### src/rtl/local_predictor_sequencer_if.sv
// Handshake and table-port bundle for local_predictor_sequencer.
// slave = sequencer side, master = requester/table side.
interface local_predictor_sequencer_if #(
    parameter int unsigned IDX_W = 10
);
    logic             lk_valid;
    logic             lk_ready;
    logic [IDX_W-1:0] lk_idx;
    logic             pred_valid;
    logic             pred_taken;
    logic [2:0]       pred_ctr;
    logic             up_valid;
    logic             up_ready;
    logic [IDX_W-1:0] up_idx;
    logic             up_taken;
    logic             tbl_en;
    logic             tbl_we;
    logic [IDX_W-1:0] tbl_addr;
    logic [2:0]       tbl_wdata;
    logic [2:0]       tbl_rdata;

    modport slave (
        input  lk_valid, lk_idx, up_valid, up_idx, up_taken, tbl_rdata,
        output lk_ready, pred_valid, pred_taken, pred_ctr, up_ready,
               tbl_en, tbl_we, tbl_addr, tbl_wdata
    );

    modport master (
        output lk_valid, lk_idx, up_valid, up_idx, up_taken, tbl_rdata,
        input  lk_ready, pred_valid, pred_taken, pred_ctr, up_ready,
               tbl_en, tbl_we, tbl_addr, tbl_wdata
    );
endinterface

### src/rtl/local_predictor_sequencer.sv
// Local predictor sequencer: lookups and queued read-modify-write counter updates
// share one single-port table. Define LP_SEQ_STALL_CNT_EN to add the stall_cnt output.
module local_predictor_sequencer #(
    parameter int unsigned IDX_W    = 10,
    parameter int unsigned UQ_DEPTH = 4
) (
    input  logic                           clock,
    input  logic                           reset,
    local_predictor_sequencer_if.slave     bus,
    output logic                           busy
`ifdef LP_SEQ_STALL_CNT_EN
    ,
    output logic [15:0]                    stall_cnt
`endif
);
    localparam int unsigned PTR_W = $clog2(UQ_DEPTH);
    localparam int unsigned CNT_W = PTR_W + 1;

    typedef enum logic [1:0] {IDLE, UPD_RD, UPD_WR} state_e;

    state_e             state_q, state_d;
    logic [IDX_W:0]     uq_q [UQ_DEPTH];
    logic [PTR_W-1:0]   head_q, head_d, tail_q, tail_d;
    logic [CNT_W-1:0]   count_q, count_d;
    logic [2:0]         ctr_q, ctr_d;
    logic               pred_valid_q, pred_valid_d;

    logic               full, lk_fire, up_fire, pop;
    logic [IDX_W-1:0]   head_idx;
    logic               head_taken;
    logic [2:0]         new_ctr;

    assign full        = (count_q == CNT_W'(UQ_DEPTH));
    assign bus.lk_ready = (state_q == IDLE) && !full;
    assign bus.up_ready = !full;
    assign lk_fire     = bus.lk_valid && bus.lk_ready;
    assign up_fire     = bus.up_valid && bus.up_ready;
    assign pop         = (state_q == UPD_WR);
    assign {head_idx, head_taken} = uq_q[head_q];

    always_ff @(posedge clock) begin
        if (reset) begin
            state_q      <= IDLE;
            head_q       <= '0;
            tail_q       <= '0;
            count_q      <= '0;
            ctr_q        <= '0;
            pred_valid_q <= 1'b0;
        end else begin
            state_q      <= state_d;
            head_q       <= head_d;
            tail_q       <= tail_d;
            count_q      <= count_d;
            ctr_q        <= ctr_d;
            pred_valid_q <= pred_valid_d;
        end
    end

    always_ff @(posedge clock) begin
        if (up_fire) uq_q[tail_q] <= {bus.up_idx, bus.up_taken};
    end

    // Lookups win IDLE; a full queue blocks lookups, so updates cannot starve.
    always_comb begin
        state_d = state_q;
        unique case (state_q)
            IDLE:    if (!lk_fire && count_q != '0) state_d = UPD_RD;
            UPD_RD:  state_d = UPD_WR;
            UPD_WR:  state_d = IDLE;
            default: state_d = IDLE;
        endcase
    end

    always_comb begin
        head_d       = pop ? head_q + PTR_W'(1) : head_q;
        tail_d       = up_fire ? tail_q + PTR_W'(1) : tail_q;
        count_d      = count_q + CNT_W'(up_fire) - CNT_W'(pop);
        ctr_d        = (state_q == UPD_RD) ? bus.tbl_rdata : ctr_q;
        pred_valid_d = lk_fire;
        if (head_taken) new_ctr = (ctr_q == 3'd7) ? 3'd7 : ctr_q + 3'd1;
        else            new_ctr = (ctr_q == 3'd0) ? 3'd0 : ctr_q - 3'd1;
    end

    always_comb begin
        bus.tbl_en    = 1'b0;
        bus.tbl_we    = 1'b0;
        bus.tbl_addr  = '0;
        bus.tbl_wdata = '0;
        if (!reset) begin
            unique case (state_q)
                IDLE: begin
                    if (lk_fire) begin
                        bus.tbl_en   = 1'b1;
                        bus.tbl_addr = bus.lk_idx;
                    end else if (count_q != '0) begin
                        bus.tbl_en   = 1'b1;
                        bus.tbl_addr = head_idx;
                    end
                end
                UPD_WR: begin
                    bus.tbl_en    = 1'b1;
                    bus.tbl_we    = 1'b1;
                    bus.tbl_addr  = head_idx;
                    bus.tbl_wdata = new_ctr;
                end
                default: ;
            endcase
        end
    end

    // Read data is only meaningful in the cycle after an accepted lookup.
    assign bus.pred_valid = pred_valid_q && !reset;
    assign bus.pred_ctr   = bus.pred_valid ? bus.tbl_rdata : '0;
    assign bus.pred_taken = (bus.pred_ctr > 3'd3);
    assign busy           = !reset && ((count_q != '0) || (state_q != IDLE));

`ifdef LP_SEQ_STALL_CNT_EN
    logic [15:0] stall_cnt_q;

    always_ff @(posedge clock) begin
        if (reset) begin
            stall_cnt_q <= '0;
        end else if (bus.lk_valid && !bus.lk_ready && stall_cnt_q != '1) begin
            stall_cnt_q <= stall_cnt_q + 16'd1;
        end
    end

    assign stall_cnt = stall_cnt_q;
`endif
endmodule

### src/flat_wrapper.sv
// flat-port wrapper written by rule: the top's interface ports become plain ports
module local_predictor_sequencer_flat 
#(
    parameter int unsigned IDX_W    = 10,
    parameter int unsigned UQ_DEPTH = 4
)
  (clock, reset, busy, bus_lk_valid, bus_lk_idx, bus_up_valid, bus_up_idx, bus_up_taken, bus_tbl_rdata, bus_lk_ready, bus_pred_valid, bus_pred_taken, bus_pred_ctr, bus_up_ready, bus_tbl_en, bus_tbl_we, bus_tbl_addr, bus_tbl_wdata);
  local_predictor_sequencer_if #(.IDX_W(IDX_W)) bus_i ();
  input  logic clock;
  input  logic reset;
  output logic busy;
  input wire logic [$bits(bus_i.lk_valid)-1:0] bus_lk_valid;
  input wire logic [$bits(bus_i.lk_idx)-1:0] bus_lk_idx;
  input wire logic [$bits(bus_i.up_valid)-1:0] bus_up_valid;
  input wire logic [$bits(bus_i.up_idx)-1:0] bus_up_idx;
  input wire logic [$bits(bus_i.up_taken)-1:0] bus_up_taken;
  input wire logic [$bits(bus_i.tbl_rdata)-1:0] bus_tbl_rdata;
  output wire logic [$bits(bus_i.lk_ready)-1:0] bus_lk_ready;
  output wire logic [$bits(bus_i.pred_valid)-1:0] bus_pred_valid;
  output wire logic [$bits(bus_i.pred_taken)-1:0] bus_pred_taken;
  output wire logic [$bits(bus_i.pred_ctr)-1:0] bus_pred_ctr;
  output wire logic [$bits(bus_i.up_ready)-1:0] bus_up_ready;
  output wire logic [$bits(bus_i.tbl_en)-1:0] bus_tbl_en;
  output wire logic [$bits(bus_i.tbl_we)-1:0] bus_tbl_we;
  output wire logic [$bits(bus_i.tbl_addr)-1:0] bus_tbl_addr;
  output wire logic [$bits(bus_i.tbl_wdata)-1:0] bus_tbl_wdata;
  assign bus_i.lk_valid = bus_lk_valid;
  assign bus_i.lk_idx = bus_lk_idx;
  assign bus_i.up_valid = bus_up_valid;
  assign bus_i.up_idx = bus_up_idx;
  assign bus_i.up_taken = bus_up_taken;
  assign bus_i.tbl_rdata = bus_tbl_rdata;
  assign bus_lk_ready = bus_i.lk_ready;
  assign bus_pred_valid = bus_i.pred_valid;
  assign bus_pred_taken = bus_i.pred_taken;
  assign bus_pred_ctr = bus_i.pred_ctr;
  assign bus_up_ready = bus_i.up_ready;
  assign bus_tbl_en = bus_i.tbl_en;
  assign bus_tbl_we = bus_i.tbl_we;
  assign bus_tbl_addr = bus_i.tbl_addr;
  assign bus_tbl_wdata = bus_i.tbl_wdata;
  local_predictor_sequencer #(.IDX_W(IDX_W), .UQ_DEPTH(UQ_DEPTH)) u_core (.clock(clock), .reset(reset), .bus(bus_i), .busy(busy));
endmodule
### config.mk
export PLATFORM = sky130hd
export DESIGN_NAME = local_predictor_sequencer_flat
export DESIGN_NICKNAME = d
export VERILOG_FILES = /design/src/rtl/local_predictor_sequencer_if.sv /design/src/rtl/local_predictor_sequencer.sv /design/src/flat_wrapper.sv
export SDC_FILE = /design/constraint.sdc
export NUM_CORES = 1
export LEC_CHECK = 0
export CAP_MARGIN = 40
export CORE_MARGIN = 4
export CORE_UTILIZATION = 40
export DETAILED_ROUTE_END_ITERATION = 10
export HOLD_SLACK_MARGIN = 0.08
export PLACE_DENSITY = 0.67
export SETUP_SLACK_MARGIN = 0.05
export SLEW_MARGIN = 20
export SYNTH_ARGS = -nofsm -noshare
export SYNTH_HDL_FRONTEND = slang
export SYNTH_SLANG_ARGS = --single-unit
### constraint.sdc
create_clock -name clock -period 1.9 [get_ports clock]
set_input_delay 0.38 -clock clock [delete_from_list [all_inputs] [get_ports clock]]
set_output_delay 0.38 -clock clock [all_outputs]
set_load 0.005 [all_outputs]
* Word level (Yosys, flattened, before mapping)
Memory sizes are Yosys's and may differ from the RTL's. A register that Yosys moved wholly into a read port is not among the register bits. Cells that the tools add are included.
Cells by class: add/sub/neg operators 6, reduce and logical (&&, ||, !) cells 14, equality and inequality tests 5, magnitude comparators 1, mux-type cells 22
Operators with widths (number):
- $mux 10 | 3
- $pmux 10 s2 | 1
- $mux 3 | 6
- $mux 1 | 7
- $eq 3x3->1 const B | 2
- $logic_and 1x1->1 | 6
- $mux 2 | 3
- $add 2x1->2 const B | 2
- $pmux 2 s2 | 1
- $add 3x1->3 | 1
- $add 3x1->3 const B | 1
- $gt 3x2->1 const B | 1
- $logic_not 1->1 | 3
- $logic_not 3->1 | 1
- $reduce_bool 3->1 | 1
- $sub 3x1->3 | 1
- $sub 3x1->3 const B | 1
- $eq 2x1->1 const B | 1
- $eq 2x2->1 const B | 1
- $logic_not 2->1 | 1
- $ne 2x2->1 const B | 1
- $pmux 1 s2 | 1
- $reduce_bool 2->1 | 1
- $logic_or 1x1->1 | 1
Word-level totals: memories kept 1, memory bits (writable) 44, word-level logic and storage cells 55, input bits 28, register bits 13, output and inout port bits 23
Memory list:
- u_core.uq_q | depth 4, bits a word 11, rd ports 1, clocked after memory_dff 1, write ports 1, RTL line local_predictor_sequencer.sv:22 | logic [IDX_W:0] uq_q [UQ_DEPTH];

* Logic depth before layout (Yosys ltp)
Gate-level depths: netlist of the first run.
depth in word-level cells 8, gate-level depth with buffers 10, mapped depth without buffers 9

* Least setup slack after synthesis of the first run
OpenSTA, ideal clock, no wires.
path type register to register, from register u_core.count_q[2], to register u_core.count_q[2], data required time 1772 ps, arrival 1876 ps, path buffers 2, library setup time 128 ps, stages on the path, launching flop included 11, setup slack -103 ps, cells stage by stage dfxtp_1 -> or3b_1 -> buf_6 -> and2_2 -> buf_6 -> ha_1 -> inv_1 -> fa_1 -> xor2_1 -> xnor2_1 -> nor2_1
On the way: longest elaborated chain between the ends 5
RTL lines:
- from (decl) | RTL line local_predictor_sequencer.sv:24 | logic [CNT_W-1:0] count_q, count_d;
- from (signal assigned) | RTL line local_predictor_sequencer.sv:53 | count_q <= count_d;
- $eq 3x3->1 | RTL line local_predictor_sequencer.sv:33 | assign full = (count_q == CNT_W'(UQ_DEPTH));
- $logic_not 1->1 | RTL line local_predictor_sequencer.sv:35 | assign bus.up_ready = !full;
- net bus_up_ready | RTL line flat_wrapper.sv:22 | output wire logic [$bits(bus_i.up_ready)-1:0] bus_up_ready;
- $logic_and 1x1->1 | RTL line local_predictor_sequencer.sv:37 | assign up_fire = bus.up_valid && bus.up_ready;
- net u_core.up_fire | RTL line local_predictor_sequencer.sv:28 | logic full, lk_fire, up_fire, pop;
- $add 3x1->3 | RTL line local_predictor_sequencer.sv:77 | count_d = count_q + CNT_W'(up_fire) - CNT_W'(pop);
- $sub 3x1->3 | RTL line local_predictor_sequencer.sv:77
The timed path passes the listed nets, and every way through them passes these cells. A chain may end at the register's enable or synchronous reset.

==> flow_metrics.py, run 1 <==
metrics = {
    "sta": {
        "slew_viol_final": 0,
        "max_clock_freq_mhz": 462,
        "rsz0062_at_grt": "yes",
        "setup_slack_ps": -263,
        "timing_hold_violations_final": 0,
        "setup_viol": 16,
        "max-slew-margin-rel_pct": 62.5,
        "finalSetupTns_ps": -3250,
        "skew_ps": 4.79,
        "finalCritPeriodShare_pct": 114,
        "fin_crit_ps": 2160,
        "worst_slew_pin_slew_ps": 562,
    },
    "floorplan": {
        "die_x_um": 88.8,
        "rows": 29,
        "start_util_pct": 41.2,
        "dieArea_um2": 7890,
        "ios": 51,
        "dieHeight_um": 88.8,
        "core_area_um2": 6350,
    },
    "cells_and_area": {
        "final_nets": 308,
        "syn2layout_area_growth_pct": 47.0,
        "stdcell_count": 351,
        "n_fill_cell": 503,
        "multi_input_area_um2": 1060,
        "drive_gt1_share_pct": 44.5,
        "final_area_um2": 3840,
        "n_antenna_cell": 0,
        "seq_area_um2": 1640,
        "mostFrequentLayoutCells": "edfxtp_1, clkdlybuf4s50_1, buf_4, nor2_1, buf_2",
        "final_common_cell": "edfxtp_1",
    },
    "clocking": {
        "cts_buffers": 9,
        "cts_max_level": 3,
        "cts_tree": "yes",
        "hold_buffers": 0,
        "worstSkewPairLatency_ps": 320,
        "cts.clk_slew.worst_paths_ps": 70,
        "ctsLongestPathBuffers": 2,
        "cts-root-buf": "clkbuf_8",
        "cts.sinks": 59,
    },
    "global_routing": {
        "grt_max_degree": 19,
        "grt_pass1_vias": 1727,
        "track_usage_pct": 15.1,
        "grt_pass1_wl_um": 8600,
        "grt_overflow": 0,
        "antenna_found_initial": 0,
    },
    "yosys": {
        "synthesis.nets": 219,
        "synthesis.area_um2": 2610,
        "ys_types": 34,
        "synth_top_area_share_pct": 50.6,
        "avgSynthCellArea_um2": 14.5,
        "synth_top_area_cell": "edfxtp_1",
        "yosysSeqAreaShare_pct": 62.0,
        "synthTopCellsByArea": "edfxtp_1, dfxtp_1, mux4_2",
        "syn_inst": 180,
        "yosys_warnings": 0,
        "ys_ff_latch": 59,
    },
    "power_and_ir_drop": {
        "power_frac_comb_pct": 38.8,
        "p_int_mw": 3.41,
        "finalPower_mw": 4.81,
        "clkPwrFrac_pct": 26.4,
        "p_per_area_nw_per_um2": 1250,
        "p_sw_mw": 1.40,
        "swShare_pct": 29.2,
        "p_leak_nw": 1.57,
        "seqPwrFrac_pct": 34.8,
        "irDropWorstVdd_uv": 522,
    },
    "place": {
        "pre_cts_ws_ps": -532,
        "dp_hpwl_um": 3590,
        "gp_congestion": 0.750,
        "io_buffers": 50,
        "placed_area_um2": 3360,
        "dp_cells": 321,
    },
    "detailed_routing": {
        "wl_um": 5670,
        "dr.pass1.iters": 4,
        "vias_per_cell": 4.96,
        "antenna_left": 0,
        "drtIter0Drc": 90,
        "wl_per_cell_um": 16.2,
        "via_count": 1741,
        "drc": 0,
    },
    "critical_path": {
        "start_kind": "flip-flop",
        "required_ps": 1520,
        "path_cells": "mux4_2 -> buf_4 -> buf_6 -> o21ai_2 -> a21oi_1 -> buf_2",
        "crit_buf_inv": 3,
        "slowest_delay_ps": 540,
        "end_kind": "output pin",
        "path_delay_family": "multiplexers",
        "cp_slowest_cell": "mux4_2",
        "crit_arrival_ps": 1780,
        "cp_max_fo": 3,
        "crit_type": "reg -> out",
    },
    "flow_run": {
        "cap_violations": 0,
    },
    "worst_hold_path": {
        "min_path_type": "reg -> reg",
    },
    "status": {
        "outcome": "finished, violations left",
        "violations": "negative setup slack",
    },
}
## state kept, by name, indices dropped and copies added, names as in the netlist, named ones only
name,count
u_core.state_q,2
u_core.uq_q,44
u_core.pred_valid_q,1
u_core.tail_q,2
u_core.count_q,3
u_core.head_q,2
u_core.ctr_q,3
## worst min-delay path: stages (launching register included)
cell and delay [ps]:
dfxtp_1 340, mux2i_1 130, nor2_1 50
## synthesized netlist by cell type (all sizes together)
library cell	number
edfxtp	44
nor2	27
dfxtp	15
inv	12
mux4	11
a22oi	10
ha	10
buf	7
and2	5
and3	5
mux2i	4
nor2b	4
a21oi	3
nand2	3
xnor2	3
a211oi	2
clkbuf	2
nand2b	2
xor2	2
a221oi	1
a311oi	1
fa	1
nand3	1
nor4	1
nor4b	1
o21ai	1
or2	1
or3b	1
## cells by family after synthesis
| group | share of synthesized area, % |
|---|---|
| buffers and inverters | 4.07 |
| xor gates and xnor gates | 1.68 |
| adders and majority gates | 5.55 |
| muxes | 11.0 |
| DFF | 62.0 |
| and+or+nand+nor | 10.1 |
| AOI/OAI and AO/OA | 5.55 |
## stage by stage
stage	utilization [%]	hold WS [ps]
2_1_floorplan	-	479
4_1_cts	59.5	545
3_3_place_gp	52.9	515
6_report	60.5	569
5_1_grt	60.5	595
3_5_place_dp	52.9	509
## cell type report
type | instances | share of cell area, %
multi-input combinational | 101 | 27.6
clock inverter | 3 | 1.04
timing repair buffer | 86 | 20.1
sequential | 59 | 42.6
clock buffer | 13 | 4.98
inverter | 12 | 1.17
tap | 77 | 2.51
## power groups by stage
stage | clock [mW] | sequential, mW | combinational [mW]
floorplan | 0 | 1.67 | 0.807
global placement | 0 | 1.67 | 1.45
detailed placement | 0 | 1.68 | 1.47
CTS | 1.29 | 1.66 | 1.97
global route | 1.37 | 1.69 | 2.03
finish | 1.27 | 1.67 | 1.87
## worst paths after layout
path | from | to | slack [ps] | cells past startpoint
worst max-delay path | flip-flop | bus_tbl_wdata[0] | -260 | 6
worst min-delay path | u_core.tail_q[1]$_SDFFE_PP0P_ | u_core.tail_q[1]$_SDFFE_PP0P_ | 570 | 2
worst max register to register | u_core.count_q[0]$_SDFF_PP0_ | u_core.count_q[2]$_SDFF_PP0_ | -60 | 10
worst min register to register | u_core.tail_q[1]$_SDFFE_PP0P_ | u_core.tail_q[1]$_SDFFE_PP0P_ | 570 | 2
## repair_timing
item                                    in CTS  in global routing
endpoints found under the setup margin      25                 25
cloned                                       1                  1
pin swaps                                   23                 25
buffers inserted                            11                  5
resized for setup                           92                 32
## layer usage
layer  vias up  part of all wire [%]  routed length [um]  global-route usage, %
met5         -                     0                   0                      0
met4         0                  0.74                  42                   5.08
met3         5                   5.3                 303                   4.00
met2        44                    53                2990                   25.6
met1       852                    41                2330                   18.7
li1        840                     -                   -                      -
(Power assumes the default switching activity.)
==> run 2, diff against run 1 <==
- CORE_UTILIZATION: 40 -> 30
- PLACE_DENSITY: 0.67 -> not set
==> flow_metrics.py, run 2 (synthesis gave the netlist of run 1 again) <==
metrics = {
    "cells_and_area": {
        "top_register": "u_core.uq_q",
        "drive_gt1_share_pct": 46.2,
        "mostFrequentLayoutCells": "edfxtp_1, buf_4, clkdlybuf4s50_1, nor2_1",
        "n_antenna_cell": 0,
        "n_fill_cell": 765,
        "final_area_um2": 3920,
        "reg_top3": "u_core.uq_q x44, u_core.count_q x3, u_core.ctr_q x3",
        "final_common_cell": "edfxtp_1",
        "largest_register_ffs": 44,
        "stdcell_count": 384,
        "syn2layout_area_growth_pct": 49.8,
        "final_nets": 313,
    },
    "sta": {
        "finalCritPeriodShare_pct": 115,
        "worst_slew_pin_slew_ps": 256,
        "fin_crit_ps": 2190,
        "timing_hold_violations_final": 0,
        "setup_viol": 17,
        "max-slew-margin-rel_pct": 82.8,
        "skew_ps": 7.76,
        "setup_slack_ps": -294,
        "rsz0062_at_grt": "yes",
        "max_clock_freq_mhz": 456,
        "slew_viol_final": 0,
    },
    "power_and_ir_drop": {
        "irDropWorstVdd_uv": 423,
        "p_leak_nw": 1.51,
        "finalPower_mw": 4.89,
        "p_per_area_nw_per_um2": 1250,
    },
    "status": {
        "outcome": "finished, violations left",
        "violations": "negative setup slack",
    },
    "critical_path": {
        "slowest_delay_ps": 560,
        "path_delay_family": "multiplexers",
        "r2r-end": "u_core.count_q[2]$_SDFF_PP0_",
        "path_cells": "mux4_2 -> buf_4 -> buf_6 -> a211oi_2 -> buf_2",
        "r2r_start": "u_core.count_q[0]$_SDFF_PP0_",
        "start_kind": "flip-flop",
        "crit_arrival_ps": 1810,
        "crit_type": "reg -> out",
        "end_kind": "output pin",
        "required_ps": 1520,
        "ff2ff_path_depth": 11,
        "crit_buf_inv": 3,
        "cp_slowest_cell": "mux4_2",
        "cp_max_fo": 4,
        "r2r_setup_slack_ps": -190,
    },
    "global_routing": {
        "track_usage_pct": 12.5,
        "grt_use_met1_pct": 14.8,
        "grt_pass1_vias": 1842,
        "grt_max_degree": 12,
        "use_met3_pct": 4.13,
        "grt_pass1_wl_um": 9360,
        "grt_overflow": 0,
        "met2_usage_pct": 20.7,
        "antenna_found_initial": 0,
        "busiest_layer": "met2",
    },
    "floorplan": {
        "rows": 33,
        "dieHeight_um": 101,
        "dieArea_um2": 10300,
        "start_util_pct": 31.3,
        "ios": 51,
        "die_x_um": 101,
        "core_area_um2": 8340,
    },
    "place": {
        "gp_congestion": 0.783,
        "dp_cells": 353,
        "pre_cts_ws_ps": -555,
        "placed_area_um2": 3440,
        "io_buffers": 50,
        "dp_hpwl_um": 3900,
    },
    "detailed_routing": {
        "drc": 0,
        "vias_per_cell": 4.63,
        "dr.pass1.iters": 4,
        "via_count": 1776,
        "wl_um": 5940,
        "antenna_left": 0,
        "drtIter0Drc": 74,
        "wl_per_cell_um": 15.5,
    },
    "clocking": {
        "cts.clk_slew.worst_paths_ps": 70,
        "cts.sinks": 59,
        "worstSkewPairLatency_ps": 340,
        "ctsLongestPathBuffers": 2,
        "cts_tree": "yes",
        "cts-root-buf": "clkbuf_8",
        "cts_max_level": 3,
        "cts_buffers": 9,
    },
    "flow_run": {
        "cap_violations": 0,
    },
    "worst_hold_path": {
        "min_path_type": "in -> reg",
        "min_to": "u_core.state_q[1]$_SDFFE_PP0P_",
        "hold_depth": 3,
        "hp-start": "reset",
    },
}
## run 2: area by class of cell
cell class / instances / area [um^2] / area share [%]
clock buffer: 10 / 128 / 3.26
tap: 105 / 131 / 3.36
inverter: 12 / 45.0 / 1.15
multi-input combinational: 101 / 1080 / 27.5
sequential: 59 / 1630 / 41.7
clock inverter: 6 / 88.8 / 2.27
timing repair buffer: 91 / 811 / 20.7
## run 2: per-layer routing
| layer | vias to the layer above | part of all wire [%] |
|---|---|---|
| li1 | 851 | - |
| met1 | 871 | 41 |
| met2 | 45 | 51 |
| met3 | 9 | 5.6 |
| met4 | 0 | 1.8 |
| met5 | - | 0 |
## run 2: worst max path at each step
stage,from,cells past startpoint,endpoint,slack (ps)
finish,flip-flop,5,bus_tbl_wdata[2],-290
global route,flip-flop,5,bus_tbl_wdata[1],-380
detailed placement,bus_lk_valid,6,bus_tbl_addr[0],-550
CTS,flip-flop,6,bus_tbl_addr[9],-320
global placement,bus_lk_valid,6,bus_tbl_addr[0],-560
floorplan,u_core.count_q[1]$_SDFF_PP0_,10,u_core.count_q[2]$_SDFF_PP0_,-30
## run 2: timing repair
item,4_1_cts,5_1_grt
endpoints found under the setup margin,25,55
gates cloned,2,0
hold buffers,0,0
buffers inserted,12,2
gates resized for setup,117,16
pin swaps,25,11
## run 2: tightest hold or removal path: cells and delay by family
family	cells	cell delay, ps
buffers and inverters	2	300
and+or+nand+nor	1	40
## run 2: per-stage QoR
| step | hold slack (ps) | TNS [ps] | util [%] |
|---|---|---|---|
| detailed placement | 524 | -8440 | 41.2 |
| global placement | 504 | -8120 | 41.2 |
| finish | 424 | -3610 | 46.9 |
| global route | 429 | -4920 | 46.9 |
| CTS | 548 | -3860 | 46.5 |
| floorplan | 479 | -26.7 | - |
## run 2: power by group
| group | internal [mW] | total (mW) | switching (mW) | leakage (nW) |
|---|---|---|---|---|
| logic | 1.13 | 1.97 | 0.843 | 0.883 |
| clock network | 0.740 | 1.24 | 0.502 | 0.103 |
| registers | 1.57 | 1.68 | 0.103 | 0.529 |
| total | 3.44 | 4.89 | 1.45 | 1.51 |
